[config.mk]
export PLATFORM = sky130hd
export DESIGN_NAME = lc3_fetch_unit_flat
export DESIGN_NICKNAME = d
export VERILOG_FILES = /design/src/rtl/lc3_pkg.sv /design/src/rtl/lc3_fetch_unit_if.sv /design/src/rtl/lc3_fetch_fifo.sv /design/src/rtl/lc3_fetch_unit.sv /design/src/flat_wrapper.sv
export SDC_FILE = /design/constraint.sdc
export NUM_CORES = 1
export LEC_CHECK = 0
export BUFFER_PORTS_ARGS = -buffer_cell sky130_fd_sc_hd__buf_2
export CORE_MARGIN = 2
export CORE_UTILIZATION = 61
export CTS_BUF_LIST = sky130_fd_sc_hd__clkbuf_8
export DETAILED_ROUTE_END_ITERATION = 6
export PLACE_DENSITY = 0.87
export SETUP_SLACK_MARGIN = 0.3
export SYNTH_ARGS = -nofsm -noshare
export SYNTH_HDL_FRONTEND = slang
export SYNTH_SLANG_ARGS = --single-unit
[constraint.sdc]
create_clock -name clk -period 6.35 [get_ports clk]
set_clock_uncertainty 0.05 [all_clocks]
set_input_delay 0.3175 -clock clk [delete_from_list [all_inputs] [get_ports clk]]
set_output_delay 0.3175 -clock clk [all_outputs]
set_load 0.01 [all_outputs]
[src/rtl/lc3_pkg.sv]
// Shared types and constants for the LC3 fetch stage.
// Covers the reset pc, the fetch FSM states and the buffered (pc, instruction) entry.
package lc3_pkg;

    localparam logic [15:0] LC3_BASE_ADDR = 16'h3000;

    typedef enum logic [1:0] {
        IDLE  = 2'd0,
        FETCH = 2'd1,
        DRAIN = 2'd2
    } fetch_state_e;

    typedef struct packed {
        logic [15:0] pc;
        logic [15:0] instr;
    } fetch_entry_t;

    // Instruction address arithmetic wraps modulo 2^16.
    function automatic logic [15:0] next_pc(input logic [15:0] p);
        return p + 16'd1;
    endfunction

endpackage

[src/rtl/lc3_fetch_unit_if.sv]
// Instruction-memory request/response and decode handshake signals of the fetch stage.
// master = fetch unit, slave = memory driver plus decode.
interface lc3_fetch_unit_if;

    logic [15:0] pc;
    logic        instrmem_rd;
    logic [15:0] Instr_dout;
    logic        complete_instr;
    logic        dec_valid;
    logic        dec_ready;
    logic [15:0] dec_instr;
    logic [15:0] dec_pc;
    logic [15:0] dec_npc;

    modport master (
        output pc, instrmem_rd, dec_valid, dec_instr, dec_pc, dec_npc,
        input  Instr_dout, complete_instr, dec_ready
    );

    modport slave (
        input  pc, instrmem_rd, dec_valid, dec_instr, dec_pc, dec_npc,
        output Instr_dout, complete_instr, dec_ready
    );

endinterface

[src/rtl/lc3_fetch_fifo.sv]
// Small fetch buffer of (pc, instr) entries with push, pop and flush.
// The head is read combinationally from storage; a flush in the same cycle as a push drops the push.
module lc3_fetch_fifo
    import lc3_pkg::*;
#(
    parameter int DEPTH = 2
) (
    input  logic                       clk,
    input  logic                       reset_n,
    input  logic                       push_i,
    input  fetch_entry_t               entry_i,
    input  logic                       pop_i,
    input  logic                       flush_i,
    output fetch_entry_t               head_o,
    output logic [$clog2(DEPTH):0]     count_o,
    output logic                       empty_o,
    output logic                       full_o
);

    localparam int AW = $clog2(DEPTH);
    localparam int CW = AW + 1;

    fetch_entry_t         mem_q [DEPTH];
    logic [AW-1:0]        wr_ptr_q, wr_ptr_d;
    logic [AW-1:0]        rd_ptr_q, rd_ptr_d;
    logic [CW-1:0]        count_q, count_d;
    logic                 do_push;
    logic                 do_pop;

    assign empty_o = (count_q == '0);
    assign full_o  = (count_q == CW'(DEPTH));
    assign count_o = count_q;
    assign do_push = push_i && !full_o && !flush_i;
    assign do_pop  = pop_i && !empty_o && !flush_i;

    // Empty buffer presents zeros so decode sees clean values after reset/flush.
    assign head_o = empty_o ? '0 : mem_q[rd_ptr_q];

    always_comb begin
        wr_ptr_d = wr_ptr_q;
        rd_ptr_d = rd_ptr_q;
        count_d  = count_q;
        if (flush_i) begin
            wr_ptr_d = '0;
            rd_ptr_d = '0;
            count_d  = '0;
        end else begin
            if (do_push) wr_ptr_d = wr_ptr_q + AW'(1);
            if (do_pop)  rd_ptr_d = rd_ptr_q + AW'(1);
            case ({do_push, do_pop})
                2'b10:   count_d = count_q + CW'(1);
                2'b01:   count_d = count_q - CW'(1);
                default: count_d = count_q;
            endcase
        end
    end

    always_ff @(posedge clk or negedge reset_n) begin
        if (!reset_n) begin
            wr_ptr_q <= '0;
            rd_ptr_q <= '0;
            count_q  <= '0;
        end else begin
            wr_ptr_q <= wr_ptr_d;
            rd_ptr_q <= rd_ptr_d;
            count_q  <= count_d;
        end
    end

    generate
        for (genvar gi = 0; gi < DEPTH; gi++) begin : g_slot
            always_ff @(posedge clk) begin
                if (do_push && (wr_ptr_q == AW'(gi))) begin
                    mem_q[gi] <= entry_i;
                end
            end
        end
    endgenerate

endmodule

[src/rtl/lc3_fetch_unit.sv]
// LC3 fetch stage: issues one instruction-memory request at a time, buffers returned words
// for decode, and on a branch redirect flushes and restarts at the target (draining any open request).
module lc3_fetch_unit
    import lc3_pkg::*;
#(
    parameter logic [15:0] BASE_ADDR = LC3_BASE_ADDR,
    parameter int          DEPTH     = 2
) (
    input  logic               clk,
    input  logic               reset_n,
    input  logic               br_taken,
    input  logic [15:0]        taddr,
    lc3_fetch_unit_if.master   bus
);

    localparam int CW = $clog2(DEPTH) + 1;

    fetch_state_e   state_q, state_d;
    logic [15:0]    pc_q, pc_d;
    logic [15:0]    target_q, target_d;
    logic           mem_rd;
    logic           accept;
    logic           push;
    logic           pop;
    fetch_entry_t   head;
    logic [CW-1:0]  fifo_count;
    logic           fifo_empty;
    logic           fifo_full;

    // A DRAIN request must stay asserted until the abandoned access completes.
    assign mem_rd = ((state_q == FETCH) && (fifo_count < CW'(DEPTH)) && !fifo_full)
                  || (state_q == DRAIN);
    assign accept = mem_rd && bus.complete_instr;
    assign pop    = !fifo_empty && bus.dec_ready;

    always_comb begin
        state_d  = state_q;
        pc_d     = pc_q;
        target_d = target_q;
        push     = 1'b0;
        case (state_q)
            IDLE: begin
                state_d = FETCH;
                if (br_taken) pc_d = taddr;
            end
            FETCH: begin
                if (br_taken) begin
                    if (mem_rd && !accept) begin
                        target_d = taddr;
                        state_d  = DRAIN;
                    end else begin
                        pc_d = taddr;
                    end
                end else if (accept) begin
                    push = 1'b1;
                    pc_d = next_pc(pc_q);
                end
            end
            DRAIN: begin
                if (accept) begin
                    pc_d    = br_taken ? taddr : target_q;
                    state_d = FETCH;
                end else if (br_taken) begin
                    target_d = taddr;
                end
            end
            default: state_d = IDLE;
        endcase
    end

    always_ff @(posedge clk or negedge reset_n) begin
        if (!reset_n) begin
            state_q  <= IDLE;
            pc_q     <= BASE_ADDR;
            target_q <= '0;
        end else begin
            state_q  <= state_d;
            pc_q     <= pc_d;
            target_q <= target_d;
        end
    end

    lc3_fetch_fifo #(
        .DEPTH (DEPTH)
    ) u_fifo (
        .clk     (clk),
        .reset_n (reset_n),
        .push_i  (push),
        .entry_i ('{pc: pc_q, instr: bus.Instr_dout}),
        .pop_i   (pop),
        .flush_i (br_taken),
        .head_o  (head),
        .count_o (fifo_count),
        .empty_o (fifo_empty),
        .full_o  (fifo_full)
    );

    assign bus.pc          = pc_q;
    assign bus.instrmem_rd = mem_rd;
    assign bus.dec_valid   = !fifo_empty;
    assign bus.dec_instr   = head.instr;
    assign bus.dec_pc      = head.pc;
    assign bus.dec_npc     = next_pc(head.pc);

endmodule

[src/flat_wrapper.sv]
// flat-port wrapper written by rule: the top's interface ports become plain ports
module lc3_fetch_unit_flat import lc3_pkg::*;
#(
    parameter logic [15:0] BASE_ADDR = LC3_BASE_ADDR,
    parameter int          DEPTH     = 2
)
  (clk, reset_n, br_taken, taddr, bus_pc, bus_instrmem_rd, bus_dec_valid, bus_dec_instr, bus_dec_pc, bus_dec_npc, bus_Instr_dout, bus_complete_instr, bus_dec_ready);
  lc3_fetch_unit_if bus_i ();
  input  logic clk;
  input  logic reset_n;
  input  logic br_taken;
  input  logic [15:0] taddr;
  output wire logic [$bits(bus_i.pc)-1:0] bus_pc;
  output wire logic [$bits(bus_i.instrmem_rd)-1:0] bus_instrmem_rd;
  output wire logic [$bits(bus_i.dec_valid)-1:0] bus_dec_valid;
  output wire logic [$bits(bus_i.dec_instr)-1:0] bus_dec_instr;
  output wire logic [$bits(bus_i.dec_pc)-1:0] bus_dec_pc;
  output wire logic [$bits(bus_i.dec_npc)-1:0] bus_dec_npc;
  input wire logic [$bits(bus_i.Instr_dout)-1:0] bus_Instr_dout;
  input wire logic [$bits(bus_i.complete_instr)-1:0] bus_complete_instr;
  input wire logic [$bits(bus_i.dec_ready)-1:0] bus_dec_ready;
  assign bus_pc = bus_i.pc;
  assign bus_instrmem_rd = bus_i.instrmem_rd;
  assign bus_dec_valid = bus_i.dec_valid;
  assign bus_dec_instr = bus_i.dec_instr;
  assign bus_dec_pc = bus_i.dec_pc;
  assign bus_dec_npc = bus_i.dec_npc;
  assign bus_i.Instr_dout = bus_Instr_dout;
  assign bus_i.complete_instr = bus_complete_instr;
  assign bus_i.dec_ready = bus_dec_ready;
  lc3_fetch_unit #(.BASE_ADDR(BASE_ADDR), .DEPTH(DEPTH)) u_core (.clk(clk), .reset_n(reset_n), .br_taken(br_taken), .taddr(taddr), .bus(bus_i));
endmodule
Word level (Yosys, flattened, before mapping)
Memories as Yosys holds them, arrays and structs flattened.
Cells that the tools add are included.
{"block": "op_classes", "addsub": 6, "order_cmp": 1, "eq_ne": 12, "n_mux": 32, "n_bitwise": 1, "n_reduce_logical": 27}
{"op": "$mux 16", "n": 9}
{"op": "$mux 32", "n": 2}
{"op": "$pmux 16 s3", "n": 1}
{"op": "$add 16x1->16 const B", "n": 2}
{"op": "$pmux 16 s2", "n": 1}
{"op": "$reduce_or 32->1", "n": 1}
{"op": "$mux 1", "n": 13}
{"op": "$logic_and 1x1->1", "n": 11}
{"op": "$mux 2", "n": 4}
{"op": "$ne 2x2->1 const B", "n": 4}
{"op": "$eq 2x2->1 const B", "n": 3}
{"op": "$pmux 2 s3", "n": 1}
{"op": "$reduce_bool 2->1", "n": 3}
{"op": "$reduce_bool 3->1", "n": 2}
{"op": "$reduce_and 5->1", "n": 1}
{"op": "$eq 2x1->1 const B", "n": 2}
{"op": "$logic_not 1->1", "n": 4}
{"op": "$logic_not 2->1", "n": 2}
{"op": "$pmux 2 s2", "n": 1}
{"op": "$reduce_and 4->1", "n": 1}
{"op": "$ne 3x2->1 const B", "n": 1}
{"op": "$ne 3x3->1 const B", "n": 1}
{"op": "$reduce_and 3->1", "n": 1}
{"op": "$add 1x1->1 const B", "n": 2}
{"op": "6 further kinds", "n": 6}
{"block": "totals", "ff_bits": 38, "ramBits": 64, "input_bits": 37, "out_inout_bits": 66, "word_cells": 86, "memories": 1}
{"name": "u_core.u_fifo.mem_q", "depth": 2, "width": 32, "read_ports": 1, "rd_clocked_by_memory_dff": 0, "write_ports": 1, "line_no": "lc3_fetch_fifo.sv:23", "text": "fetch_entry_t mem_q [DEPTH];"}

Logic depth before layout (Yosys ltp)
Gate-level depths: netlist of run 1.
{"block": "logic_depth", "ltp_word": 15, "mapped_depth": 9, "ltp_nobuf": 8}

Cells and area by module
Synthesis of run 1 repeated with hierarchy kept, for this count alone.
{"block": "hier_totals", "hier_cells": 423, "hier_area_um2": 4972.3}
{"mod": "lc3_fetch_fifo", "n_inst": 1, "cells_per_inst": 160, "area_each_um2": 2618.8, "seq_area_each_um2": 2021.9}
{"mod": "lc3_fetch_unit", "n_inst": 1, "cells_per_inst": 263, "area_each_um2": 2353.5, "seq_area_each_um2": 853.3}

Worst setup path after synthesis of run 1
No wires, ideal clock.
{"block": "synth_timing", "kind": "reg-to-reg", "from": "register u_core.state_q[1]", "to": "memory u_core.u_fifo.mem_q[0][0] in the netlist's numbering, enable pin", "setup_ps": 421, "arrival_ps": 2719, "required_ps": 5879, "path_slack_ps": 3160, "stages_incl_launch_ff": 6, "n_path_buf": 0, "synth_period_minus_slack_ps": 3190, "path_cell_list": "dfrtp_1 > inv_1 > ha_1 > nor2b_1 > o2111ai_2 > nor2_1"}
{"block": "synth_via", "elab_chain_len": 15, "elab_cells_between_ends": 20, "classes_between": "eq/ne: 2; mux: 9; reduce/logical: 9"}
{"element": "start: declaration", "line_no": "lc3_fetch_unit.sv:18", "text": "fetch_state_e state_q, state_d;"}
{"element": "start signal: assignment", "line_no": "lc3_fetch_unit.sv:77", "text": "state_q <= state_d;"}
{"element": "$eq 2x1->1", "line_no": "lc3_fetch_unit.sv:31, lc3_fetch_unit.sv:41"}
{"element": "$logic_and 1x1->1 (2 in a row)", "line_no": "lc3_fetch_unit.sv:31", "text": "assign mem_rd = ((state_q == FETCH) && (fifo_count < CW'(DEPTH)) && !fifo_full)"}
{"element": "$logic_or 1x1->1", "line_no": "lc3_fetch_unit.sv:32", "text": "|| (state_q == DRAIN);"}
{"element": "$logic_and 1x1->1", "line_no": "lc3_fetch_unit.sv:33", "text": "assign accept = mem_rd && bus.complete_instr;"}
{"element": "$mux 1", "line_no": "lc3_fetch_unit.sv:54", "text": "end else if (accept) begin"}
{"element": "$mux 1", "line_no": "lc3_fetch_unit.sv:47", "text": "if (br_taken) begin"}
{"element": "$mux 1 *", "line_no": "lc3_fetch_unit.sv:41", "text": "case (state_q)"}
{"element": "$logic_and 1x1->1 * (2 in a row)", "line_no": "lc3_fetch_fifo.sv:33", "text": "assign do_push = push_i && !full_o && !flush_i;"}
{"element": "$logic_and 1x1->1", "line_no": "lc3_fetch_fifo.sv:73", "text": "if (do_push && (wr_ptr_q == AW'(gi))) begin"}
{"element": "$mux 1", "line_no": "lc3_fetch_fifo.sv:73"}
{"element": "$mux 1 (not written as such)", "line_no": "lc3_fetch_fifo.sv:74", "text": "mem_q[gi] <= entry_i;"}
{"element": "$reduce_or 32->1 (no line)"}
{"element": "$mux 1 (no line)"}
{"element": "end: declaration", "line_no": "lc3_fetch_fifo.sv:23"}
Mark *: on every way between the ends. The rest lies on a longest branch, timed or not.

Worst setup path after layout of run 1
{"block": "layout_timing", "from": "register u_core.u_fifo.rd_ptr_q", "to": "output bus_dec_npc[10]"}
{"block": "layout_via", "elab_chain_len": 3}
{"element": "start: declaration", "line_no": "lc3_fetch_fifo.sv:25", "text": "logic [AW-1:0] rd_ptr_q, rd_ptr_d;"}
{"element": "start signal: assignment", "line_no": "lc3_fetch_fifo.sv:65", "text": "rd_ptr_q <= rd_ptr_d;"}
{"element": "$mem_v2 2x32"}
{"element": "$mux 32", "line_no": "lc3_fetch_fifo.sv:37", "text": "assign head_o = empty_o ? '0 : mem_q[rd_ptr_q];"}
{"element": "$add 16x1->16", "line_no": "lc3_pkg.sv:20", "text": "return p + 16'd1;"}
{"element": "end: declaration", "line_no": "flat_wrapper.sv:18", "text": "output wire logic [$bits(bus_i.dec_npc)-1:0] bus_dec_npc;"}
Every way passes these cells.

==> results_dict.tcl, run 1 <==
set metrics [dict create \
    finalHoldViolations 7 \
    criticalPathCategory "reg -> out" \
    fin_tns_setup_ns 0 \
    synthTopCellsByCount "edfxtp_1, nor2_1, dfrtp_1, mux2i_1, o21ai_0" \
    tightest_slew_ns 1.04 \
    dieHeight_um 95.9 \
    max_freq_ghz 0.298 \
    drt_iter0_drc 266 \
    viasPerCell 5.95 \
    gp_congestion 0.877 \
    postCtsResizedCells 0 \
    rr_worst_depth 6 \
    hp-class "in -> async" \
    synth_area_leaders "edfxtp_1, dfrtp_1, mux2i_1, mux2_2, nor2_1" \
    synthToLayoutAreaGrowth_pct 14.6 \
    cp-startpoint "u_core.u_fifo.rd_ptr_q" \
    r2r_setup_slack_ns 3.27 \
    r2r_start "u_core.state_q[1]" \
    firstDrtPassIters 4 \
    grt_pass1_wl_um 17500 \
    antenna_cells 0 \
    irDropWorstVdd_mv 0.275 \
    final_core_util_pct 71.9 \
    clockRootBuffer "clkbuf_8" \
    cp-end-kind "output port" \
    wl_per_cell_um 17.0 \
    grtUsageTotal_pct 24.8 \
    async_reset_ff_share_pct 37.3 \
    yosysWarnings 0 \
    min_period_over_period_pct 52.9 \
    drive_above_1_share_pct 30.1 \
    first_global_vias 3602 \
    finalSetupViolations 0 \
    drv_slew 0 \
    dpl.cell_count 630 \
    synth_top_cell_by_area "edfxtp_1" \
    pin_count 103 \
    clock_sink_count 102 \
    gr-total-overflow 0 \
    violations "hold timing" \
    wl_um 11000 \
    yosysMostFrequentCell "edfxtp_1" \
    die_area_um2 9200 \
    clk_latency_ns 0.37 \
    grt_antenna_before_repair 0 \
    hpwl_um 7850 \
    cts_buffer_depth 2 \
    hold_slack_ns -0.0151 \
    maxCapViolCount 0 \
    grt_start_max_net_pins 41 \
    postCtsHoldBufs 0 \
    synth_cell_types 51 \
    io_buffers 102 \
    final_antenna_net_count 0 \
    ys_seq_elements 102 \
    leakagePower_uw 0.00237 \
    synth_edf_count 64 \
    tritoncts "yes" \
    syn_inst 441 \
    die_w_um 95.9 \
    synth_top_area_share_pct 37.3 \
    drc_errors 0 \
    start_util_pct 62.7 \
    synth_ff_type "edfxtp_1" \
    power_density_nw_per_um2 375 \
    instances_no_fill 646 \
    cts_buffers 9 \
    nNetsFinal 580 \
    status "finished, violations left" \
    clk_pin_slew_ns 0.11 \
    maxSlewHeadroom_pct 30.9 \
    crit_arrival_ns 2.99 \
    finalCriticalPeriod_ns 3.36 \
    crit_required_ns 5.98 \
    core-area_um2 8220 \
    synth.avg_cell_area_um2 11.7 \
    synth-seq-area-share_pct 55.8 \
    num_vias 3846 \
    r2r-end "u_core.u_fifo.mem_q[0][10]" \
    rsz0062_at_grt "no" \
    post-cts-setup-buffers 0 \
    htreeDepth 3 \
    fp-row-count 33 \
    synth_nets 485 \
    fillCellCount 617 \
    synth_area_um2 5150 \
    crit_fanout 39 \
    cp-start-kind "register" \
]
-- worst max path at each step --
stage                                 end  slack [ns]  depth (start not counted)
4_1_cts                   bus_dec_npc[10]        2.95                          7
3_3_place_gp   u_core.u_fifo.mem_q[0][31]        3.41                          6
2_1_floorplan   u_core.u_fifo.mem_q[0][0]        3.16                          5
3_5_place_dp   u_core.u_fifo.mem_q[0][30]        3.30                          6
6_report                  bus_dec_npc[10]        2.99                          7
5_1_grt                    bus_dec_npc[8]        2.74                          7
-- critical path, cell delays in order (launching register included) --
cell     delay (ns)
dfrtp_2        1.06
mux2i_1        0.22
nor2_2         0.26
ha_1           0.27
nand4_2        0.23
nor4_2         0.26
xor2_1         0.18
buf_2          0.15
-- per-stage QoR --
| stage | area (µm²) | power, µW | hold WS (ns) | setup slack, ns |
|---|---|---|---|---|
| after floorplan | 5150 | 1560 | -0.0281 | 3.16 |
| after CTS | 5900 | 2210 | 0.0187 | 2.95 |
| after global placement | 5710 | 1790 | 0.404 | 3.41 |
| after global routing | 5900 | 2350 | 0.0685 | 2.74 |
| after detailed placement | 5710 | 1820 | 0.417 | 3.30 |
| final | 5900 | 2220 | -0.0151 | 2.99 |
-- cells by family after synthesis --
group                      share of synthesized area (%)
and+or+nand+nor                                     12.9
buffers and inverters                               3.18
adders and majority gates                           1.70
AOI/OAI and AO/OA                                   11.7
DFF                                                 55.8
muxes                                               10.9
xor gates and xnor gates                            3.74
-- sequential cells by signal (all words and copies together) (netlist names) --
name / flops
u_core.u_fifo.mem_q: 64
u_core.bus.pc: 16
u_core.target_q: 16
u_core.state_q: 2
u_core.u_fifo.count_o: 2
u_core.u_fifo.rd_ptr_q: 1
u_core.u_fifo.wr_ptr_q: 1
-- layer usage --
layer	global-route usage [%]	part of all wire [%]	up-vias
li1	-	-	1836
met1	33.7	43	1858
met2	41.4	50	139
met3	3.99	6.1	13
met4	7.74	1.2	0
met5	0	0	-
-- report_power, final --
| part | total (µW) | internal (µW) | switching, µW |
|---|---|---|---|
| sequential | 1030 | 875 | 157 |
| clock | 393 | 153 | 240 |
| combinational | 790 | 325 | 465 |
| total | 2220 | 1350 | 862 |
-- area by class of cell --
class | instances | area (µm²) | area share [%]
clock buffers | 9 | 124 | 2.10
multi-input cells | 305 | 2120 | 36.0
well taps | 105 | 131 | 2.23
inverters | 13 | 48.8 | 0.826
repair buffers | 105 | 533 | 9.03
flip-flops and latches | 102 | 2880 | 48.7
clock inverters | 7 | 66.3 | 1.12
-- placed cells by master, fill, tap and decap left out, drive strengths merged, types with 2 or more instances in the layout --
master	netlist	layout
buf	12	105
edfxtp	64	64
nor2	61	61
mux2i	36	36
dfrtp	36	36
o21ai	28	28
nand2	27	27
inv	13	19
mux2	18	18
xor2	15	15
a21oi	11	11
clkbuf	9	9
nand3	9	9
nor4	9	9
a221oi	8	8
nor2b	7	7
xnor2	7	7
a31oi	7	7
ha	7	7
nand4	7	7
o2bb2ai	6	6
nor3	5	5
nand3b	4	4
o221ai	4	4
o31ai	4	4
a22o	4	4
nand2b	3	3
a22oi	3	3
o22ai	2	2
o22a	2	2
dfstp	2	2
a211oi	2	2
No activity file was read; power rests on OpenSTA's default activity.
==> inputs of run 2 (changes only) <==
--- a/config.mk
+++ b/config.mk
@@ -5,12 +5,13 @@
 export SDC_FILE = /design/constraint.sdc
 export NUM_CORES = 1
 export LEC_CHECK = 0
+export ABC_AREA = 1
 export BUFFER_PORTS_ARGS = -buffer_cell sky130_fd_sc_hd__buf_2
 export CORE_MARGIN = 2
-export CORE_UTILIZATION = 61
+export CORE_UTILIZATION = 58
 export CTS_BUF_LIST = sky130_fd_sc_hd__clkbuf_8
 export DETAILED_ROUTE_END_ITERATION = 6
-export PLACE_DENSITY = 0.87
+export PLACE_DENSITY = 0.83
 export SETUP_SLACK_MARGIN = 0.3
 export SYNTH_ARGS = -nofsm -noshare
 export SYNTH_HDL_FRONTEND = slang
==> constraint.sdc (replaced) <==
create_clock -name clk -period 3.4 [get_ports clk]
set_clock_uncertainty 0.05 [all_clocks]
set_input_delay 0.17 -clock clk [delete_from_list [all_inputs] [get_ports clk]]
set_output_delay 0.17 -clock clk [all_outputs]
set_load 0.01 [all_outputs]
==> run 2 against run 1 <==
The run now ends clean. Critical path depth rose by 4. Wire length increased by 23%. First-iteration DRC count grew 32%. Via count up 29%. Worst hold slack gained 0.037 ns. Die area grew 12%. Register-to-register slack got worse by 2.5 ns. Combinational power increased to 3.6 times the previous value. Synthesized area up 7.3%. Sequential cell count is the same. Sequential share of layout area decreased by 4.5 points. Worst setup slack got worse by 2.5 ns. Critical path type unchanged. Critical endpoint is now bus_dec_npc[14].
==> results_dict.tcl, run 2 <==
set metrics [dict create \
    power_density_nw_per_um2 853 \
    irDropWorstVdd_mv 0.513 \
    cts_buffer_depth 2 \
    drc_errors 0 \
    synth_area_um2 5530 \
    p_seq_share_pct 35.6 \
    min_period_over_period_pct 84.5 \
    multiInputGateArea_um2 2330 \
    rsz0062_at_grt "no" \
    finalSetupViolations 0 \
    wl_per_cell_um 14.8 \
    cp_cell_sequence "inv_2 > nor2_1 > nor3_4 > ha_1 > inv_1 > nor3_4 > nand2_1 > nor2_2 > nand2_1 > xnor2_1 > buf_2" \
    htreeDepth 3 \
    clk_pin_slew_ns 0.10 \
    pin_count 103 \
    syn_inst 669 \
    die_w_um 102 \
    crit_arrival_ns 2.65 \
    gr-total-overflow 0 \
    hpwl_um 9520 \
    hp-class "in -> reg" \
    post-cts-setup-buffers 0 \
    clock_sink_count 102 \
    fillCellCount 710 \
    p_int_uw 2940 \
    post_dp_cell_area_um2 6140 \
    grt_antenna_before_repair 0 \
    drt_iter0_drc 350 \
    layout_commonest_cell "nand2_1" \
    clk_latency_ns 0.38 \
    status "finished, final reports clean" \
    clockPowerShare_pct 12.8 \
    first_global_vias 4600 \
    synth_ff_type "edfxtp_1" \
    regMostFlops "u_core.u_fifo.mem_q" \
    yosysWarnings 0 \
    maxCapViolCount 0 \
    criticalPathCategory "reg -> out" \
    final_antenna_net_count 0 \
    num_vias 4954 \
    yosysMostFrequentCell "nand2_1" \
    most-common-layout-cells "nand2_1, buf_2, nor2_1" \
    largest_register_ffs 64 \
    dp_slack_ns 0.722 \
    start_util_pct 59.8 \
    cts_buffers 9 \
    hold_slack_ns 0.0223 \
    maxSlewHeadroom_pct 41.0 \
    grt_pass1_wl_um 21700 \
    cp-end-kind "output port" \
    switching_power_uw 2600 \
    finalCriticalPeriod_ns 2.87 \
    synth_area_leaders "edfxtp_1, dfrtp_1, nand2_1, nor2_1, a21oi_1" \
    die_area_um2 10300 \
    max_freq_ghz 0.348 \
    clockRootBuffer "clkbuf_8" \
    synth_edf_count 64 \
    gp_congestion 0.907 \
    synth.avg_cell_area_um2 8.26 \
    synthTopCellsByCount "nand2_1, nor2_1, edfxtp_1, a21oi_1, inv_1" \
    synth_top_cell_by_area "edfxtp_1" \
    io_buffers 102 \
    finalHoldViolations 0 \
    leakagePower_uw 0.00293 \
    crit_fanout 23 \
    fin_tns_setup_ns 0 \
    synth_top_area_share_pct 34.8 \
    firstDrtPassIters 5 \
    dieHeight_um 102 \
    ys_seq_elements 102 \
    nNetsFinal 827 \
    synthToLayoutAreaGrowth_pct 17.6 \
    viasPerCell 5.40 \
    slowest_delay_ns 0.57 \
    cp_top_family "simple AND/OR/NAND/NOR gates" \
    combPwrFrac_pct 51.5 \
    cp-start-kind "register" \
    dpl.cell_count 884 \
    grt_start_max_net_pins 39 \
    tightest_slew_ns 0.885 \
    crit_required_ns 3.18 \
    drv_slew 0 \
    synth_nets 713 \
    seqCellArea_um2 2880 \
    core-area_um2 9240 \
    grtUsageTotal_pct 27.0 \
    cp_slowest_cell "dfrtp_2" \
    synth_cell_types 38 \
    postLayoutCellArea_um2 6500 \
    wl_um 13500 \
    fp-row-count 35 \
    cp.buffers_inverters 3 \
    setup_ws_ns 0.527 \
    async_reset_ff_share_pct 37.3 \
    tritoncts "yes" \
    swShare_pct 46.9 \
    antenna_cells 0 \
    drive_above_1_share_pct 20.3 \
    instances_no_fill 917 \
    synth-seq-area-share_pct 52.0 \
]
==> run 2: power by group through the flow <==
stage	Combinational, µW	Sequential, µW	Clock, µW
final	2860	1980	711
after global routing	3210	2010	771
after CTS	2840	1960	726
after detailed placement	2810	1990	0
after global placement	2730	1970	0
after floorplan	2000	1920	0
==> run 2: stage by stage <==
| step | power [µW] | util [%] |
|---|---|---|
| after floorplan | 3920 | - |
| after global routing | 5990 | 70.3 |
| final | 5540 | 70.3 |
| after global placement | 4700 | 66.5 |
| after detailed placement | 4800 | 66.5 |
| after CTS | 5530 | 70.3 |
==> run 2: what timing repair did <==
| item | 4_1_cts | 5_1_grt |
|---|---|---|
| resized for setup | 0 | 2 |
| endpoints found under the hold margin | 68 | 0 |
| setup endpoints to repair | 0 | 8 |
| hold buffers | 17 | 0 |
==> run 2: cells by family (layout without fill, tap and decap cells) <==
logic type	after synthesis	after routing	share of synthesized area, %
flip-flops	102	102	52.0
XOR/XNOR	16	16	2.54
buffers and inverters	76	195	6.02
adder cells (fa/ha/maj)	7	7	1.58
AND/OR/NAND/NOR	362	362	27.2
AO/OA/AOI/OAI	106	106	10.6
==> run 2: per-layer routing <==
| layer | global-route usage, % | share of wire, % | vias up |
|---|---|---|---|
| met5 | 0 | 0 | - |
| met4 | 9.77 | 1.8 | 0 |
| met3 | 5.11 | 6.6 | 29 |
| met2 | 45.3 | 50 | 208 |
| met1 | 35.3 | 42 | 2291 |
| li1 | - | - | 2426 |
==> run 2: path summary, 6_finish.rpt <==
path,slack (ns),end,cells past startpoint,startpoint
max,0.53,bus_dec_npc[14],11,u_core.u_fifo.rd_ptr_q
min,0.02,u_core.target_q[0],3,taddr[0]
max reg2reg,0.81,u_core.u_fifo.mem_q[0][25],8,u_core.state_q[1]
min reg2reg,0.49,u_core.target_q[11],2,u_core.target_q[11]
max in group asynchronous,2.29,u_core.u_fifo.rd_ptr_q,2,reset_n
min in group asynchronous,0.40,u_core.bus.pc[6],2,reset_n
==> run 2: worst register-to-register path, cell delays in order, from the launching register on <==
cell	delay [ns]
dfrtp_1	0.41
inv_1	0.12
ha_1	0.33
buf_4	0.24
inv_2	0.10
o21ai_2	0.28
nand2_1	0.18
nor2_2	0.13
buf_4	0.39
==> run 2: area by class of cell <==
| cell class | instances | share of cell area (%) |
|---|---|---|
| clock buffer | 9 | 1.91 |
| multi-input combinational | 491 | 35.8 |
| clock inverter | 7 | 0.885 |
| sequential | 102 | 44.3 |
| timing repair buffer | 131 | 11.9 |
| inverter | 48 | 2.77 |
| tap | 129 | 2.48 |
==> inputs of run 3 (changes only) <==
==> constraint.sdc (replaced) <==
create_clock -name clk -period 2.8 [get_ports clk]
set_clock_uncertainty 0.05 [all_clocks]
set_input_delay 0.14 -clock clk [delete_from_list [all_inputs] [get_ports clk]]
set_output_delay 0.14 -clock clk [all_outputs]
set_load 0.01 [all_outputs]
==> run 3 against run 2 <==
Clock power rose by 31%. Power grew 25%. Cell area up 3.3%. Largest power group unchanged. Highest routed layer unchanged. Register-to-register slack worse by 0.29 ns. Worst setup slack worse by 0.24 ns. Non-clock buffer count rose by 15. Wire length is 0.81% lower. First-iteration DRC count increased by 11%. Sequential power increased by 19%. Worst hold slack lost 0.020 ns. Global-route usage decreased by 0.62 points. Count of clock-buffer cells in the layout is the same.
==> results_dict.tcl, run 3 (synthesized netlist as in run 2, its figures left out) <==
set metrics [dict create \
    rr_worst_depth 7 \
    wl_um 13400 \
    clockRootBuffer "clkbuf_8" \
    regMostFlops "u_core.u_fifo.mem_q" \
    min_period_over_period_pct 89.8 \
    grtUsageTotal_pct 26.4 \
    maxCapViolCount 0 \
    design_power_total_uw 6930 \
    tightest_slew_ns 0.851 \
    firstDrtPassIters 6 \
    grt_antenna_before_repair 0 \
    finalSetupViolations 0 \
    cts_buffer_depth 2 \
    hp-class "in -> reg" \
    die_w_um 102 \
    cp-start-kind "register" \
    grt_start_max_net_pins 39 \
    power_density_nw_per_um2 1030 \
    start_util_pct 59.8 \
    tritoncts "yes" \
    irDropWorstVdd_mv 0.734 \
    postLayoutCellArea_um2 6710 \
    antenna_cells 0 \
    nNetsFinal 842 \
    io_buffers 102 \
    fin_tns_setup_ns 0 \
    viasPerCell 5.36 \
    largest_register_ffs 64 \
    criticalPathCategory "reg -> out" \
    dieHeight_um 102 \
    drc_errors 0 \
    cts_buffers 9 \
    leakagePower_uw 0.00301 \
    die_area_um2 10300 \
    first_global_vias 4482 \
    status "finished, final reports clean" \
    drt_iter0_drc 390 \
    clk_pin_slew_ns 0.11 \
    core-area_um2 9240 \
    drv_slew 0 \
    finalCriticalPeriod_ns 2.52 \
    clk_latency_ns 0.38 \
    fp-row-count 35 \
    grt_pass1_wl_um 21300 \
    crit_required_ns 2.61 \
    layout_commonest_cell "nand2_1" \
    hold_depth 3 \
    synthToLayoutAreaGrowth_pct 21.5 \
    hpwl_um 9230 \
    htreeDepth 3 \
    max_freq_ghz 0.398 \
    cp-end-kind "output port" \
    post_dp_cell_area_um2 6170 \
    pin_count 103 \
    num_vias 5000 \
    rsz0062_at_grt "yes" \
    most-common-layout-cells "nand2_1, buf_2, nor2_1" \
    final_antenna_net_count 0 \
    clock_sink_count 102 \
    wl_per_cell_um 14.4 \
    drive_above_1_share_pct 22.5 \
    crit_fanout 5 \
    gp_congestion 0.897 \
    gr-total-overflow 0 \
    crit_arrival_ns 2.33 \
    finalHoldViolations 0 \
    maxSlewHeadroom_pct 43.3 \
]
==> run 3: cell types whose count changed in the layout (fill, tap and decap cells not counted), moves of 2 or more <==
cell / delta
buf_6: +2
nor2_1: -2
nor2_4: +3
buf_4: +8
nand2_2: +2
buf_12: +2
dlygate4sd3_1: +3
nand2_1: -2
==> run 3: where the power goes <==
group	total [µW]	leakage (µW)	internal, µW	switching [µW]
clock network	930	0.0000985	354	576
logic	3640	0.00188	1330	2310
registers	2360	0.00103	2010	359
==> run 3: final timing paths <==
check | from | end | slack, ns
max | u_core.u_fifo.rd_ptr_q | bus_dec_npc[14] | 0.28
min | taddr[2] | u_core.target_q[2] | 0.002
max reg2reg | u_core.state_q[0] | u_core.u_fifo.mem_q[1][28] | 0.52
min reg2reg | u_core.bus.pc[13] | u_core.bus.pc[13] | 0.48
max in group asynchronous | reset_n | u_core.u_fifo.rd_ptr_q | 1.77
min in group asynchronous | reset_n | u_core.target_q[6] | 0.34
==> run 3: area by class of cell <==
| class | instances | area (µm²) |
|---|---|---|
| sequential | 102 | 2880 |
| fill | 676 | 2530 |
| multi-input combinational | 491 | 2370 |
| timing repair buffer | 146 | 923 |
| inverter | 48 | 183 |
| tap | 129 | 161 |
| clock buffer | 9 | 124 |
| clock inverter | 7 | 75.1 |
==> run 3: per-stage QoR <==
step | hold WS [ns] | setup slack, ns | utilization, % | instances
3_3_place_gp | 0.240 | 0.556 | 66.8 | 886
5_1_grt | 0.00525 | 0.112 | 72.7 | 932
4_1_cts | 0.000736 | 0.338 | 71.4 | 924
3_5_place_dp | 0.243 | 0.466 | 66.8 | 886
6_report | 0.00225 | 0.285 | 72.7 | 932
2_1_floorplan | -0.206 | 0.242 | - | 669
==> run 3: worst max-delay path: stages (launching register included) <==
cell and delay [ns]:
dfrtp_2 0.46, inv_4 0.09, nor2_2 0.05, nor3_4 0.22, ha_2 0.21, inv_2 0.05, nor3_4 0.25, nand2_2 0.11
nor2_4 0.15, nand2_2 0.07, xnor2_1 0.14, buf_2 0.14
==> run 3: repair_timing <==
item | 4_1_cts | 5_1_grt
endpoints found under the setup margin | 6 | 43
gates resized for setup | 3 | 18
pin swaps | 1 | 7
hold buffers | 20 | 0
buffers inserted | 2 | 8
hold endpoints to repair | 72 | 0
==> run 3: layer usage <==
layer  wire length [µm]  track usage [%]
met1               5820             35.7
met2               6520             43.5
met3                786             3.66
met4                296             10.5
met5                  0                0
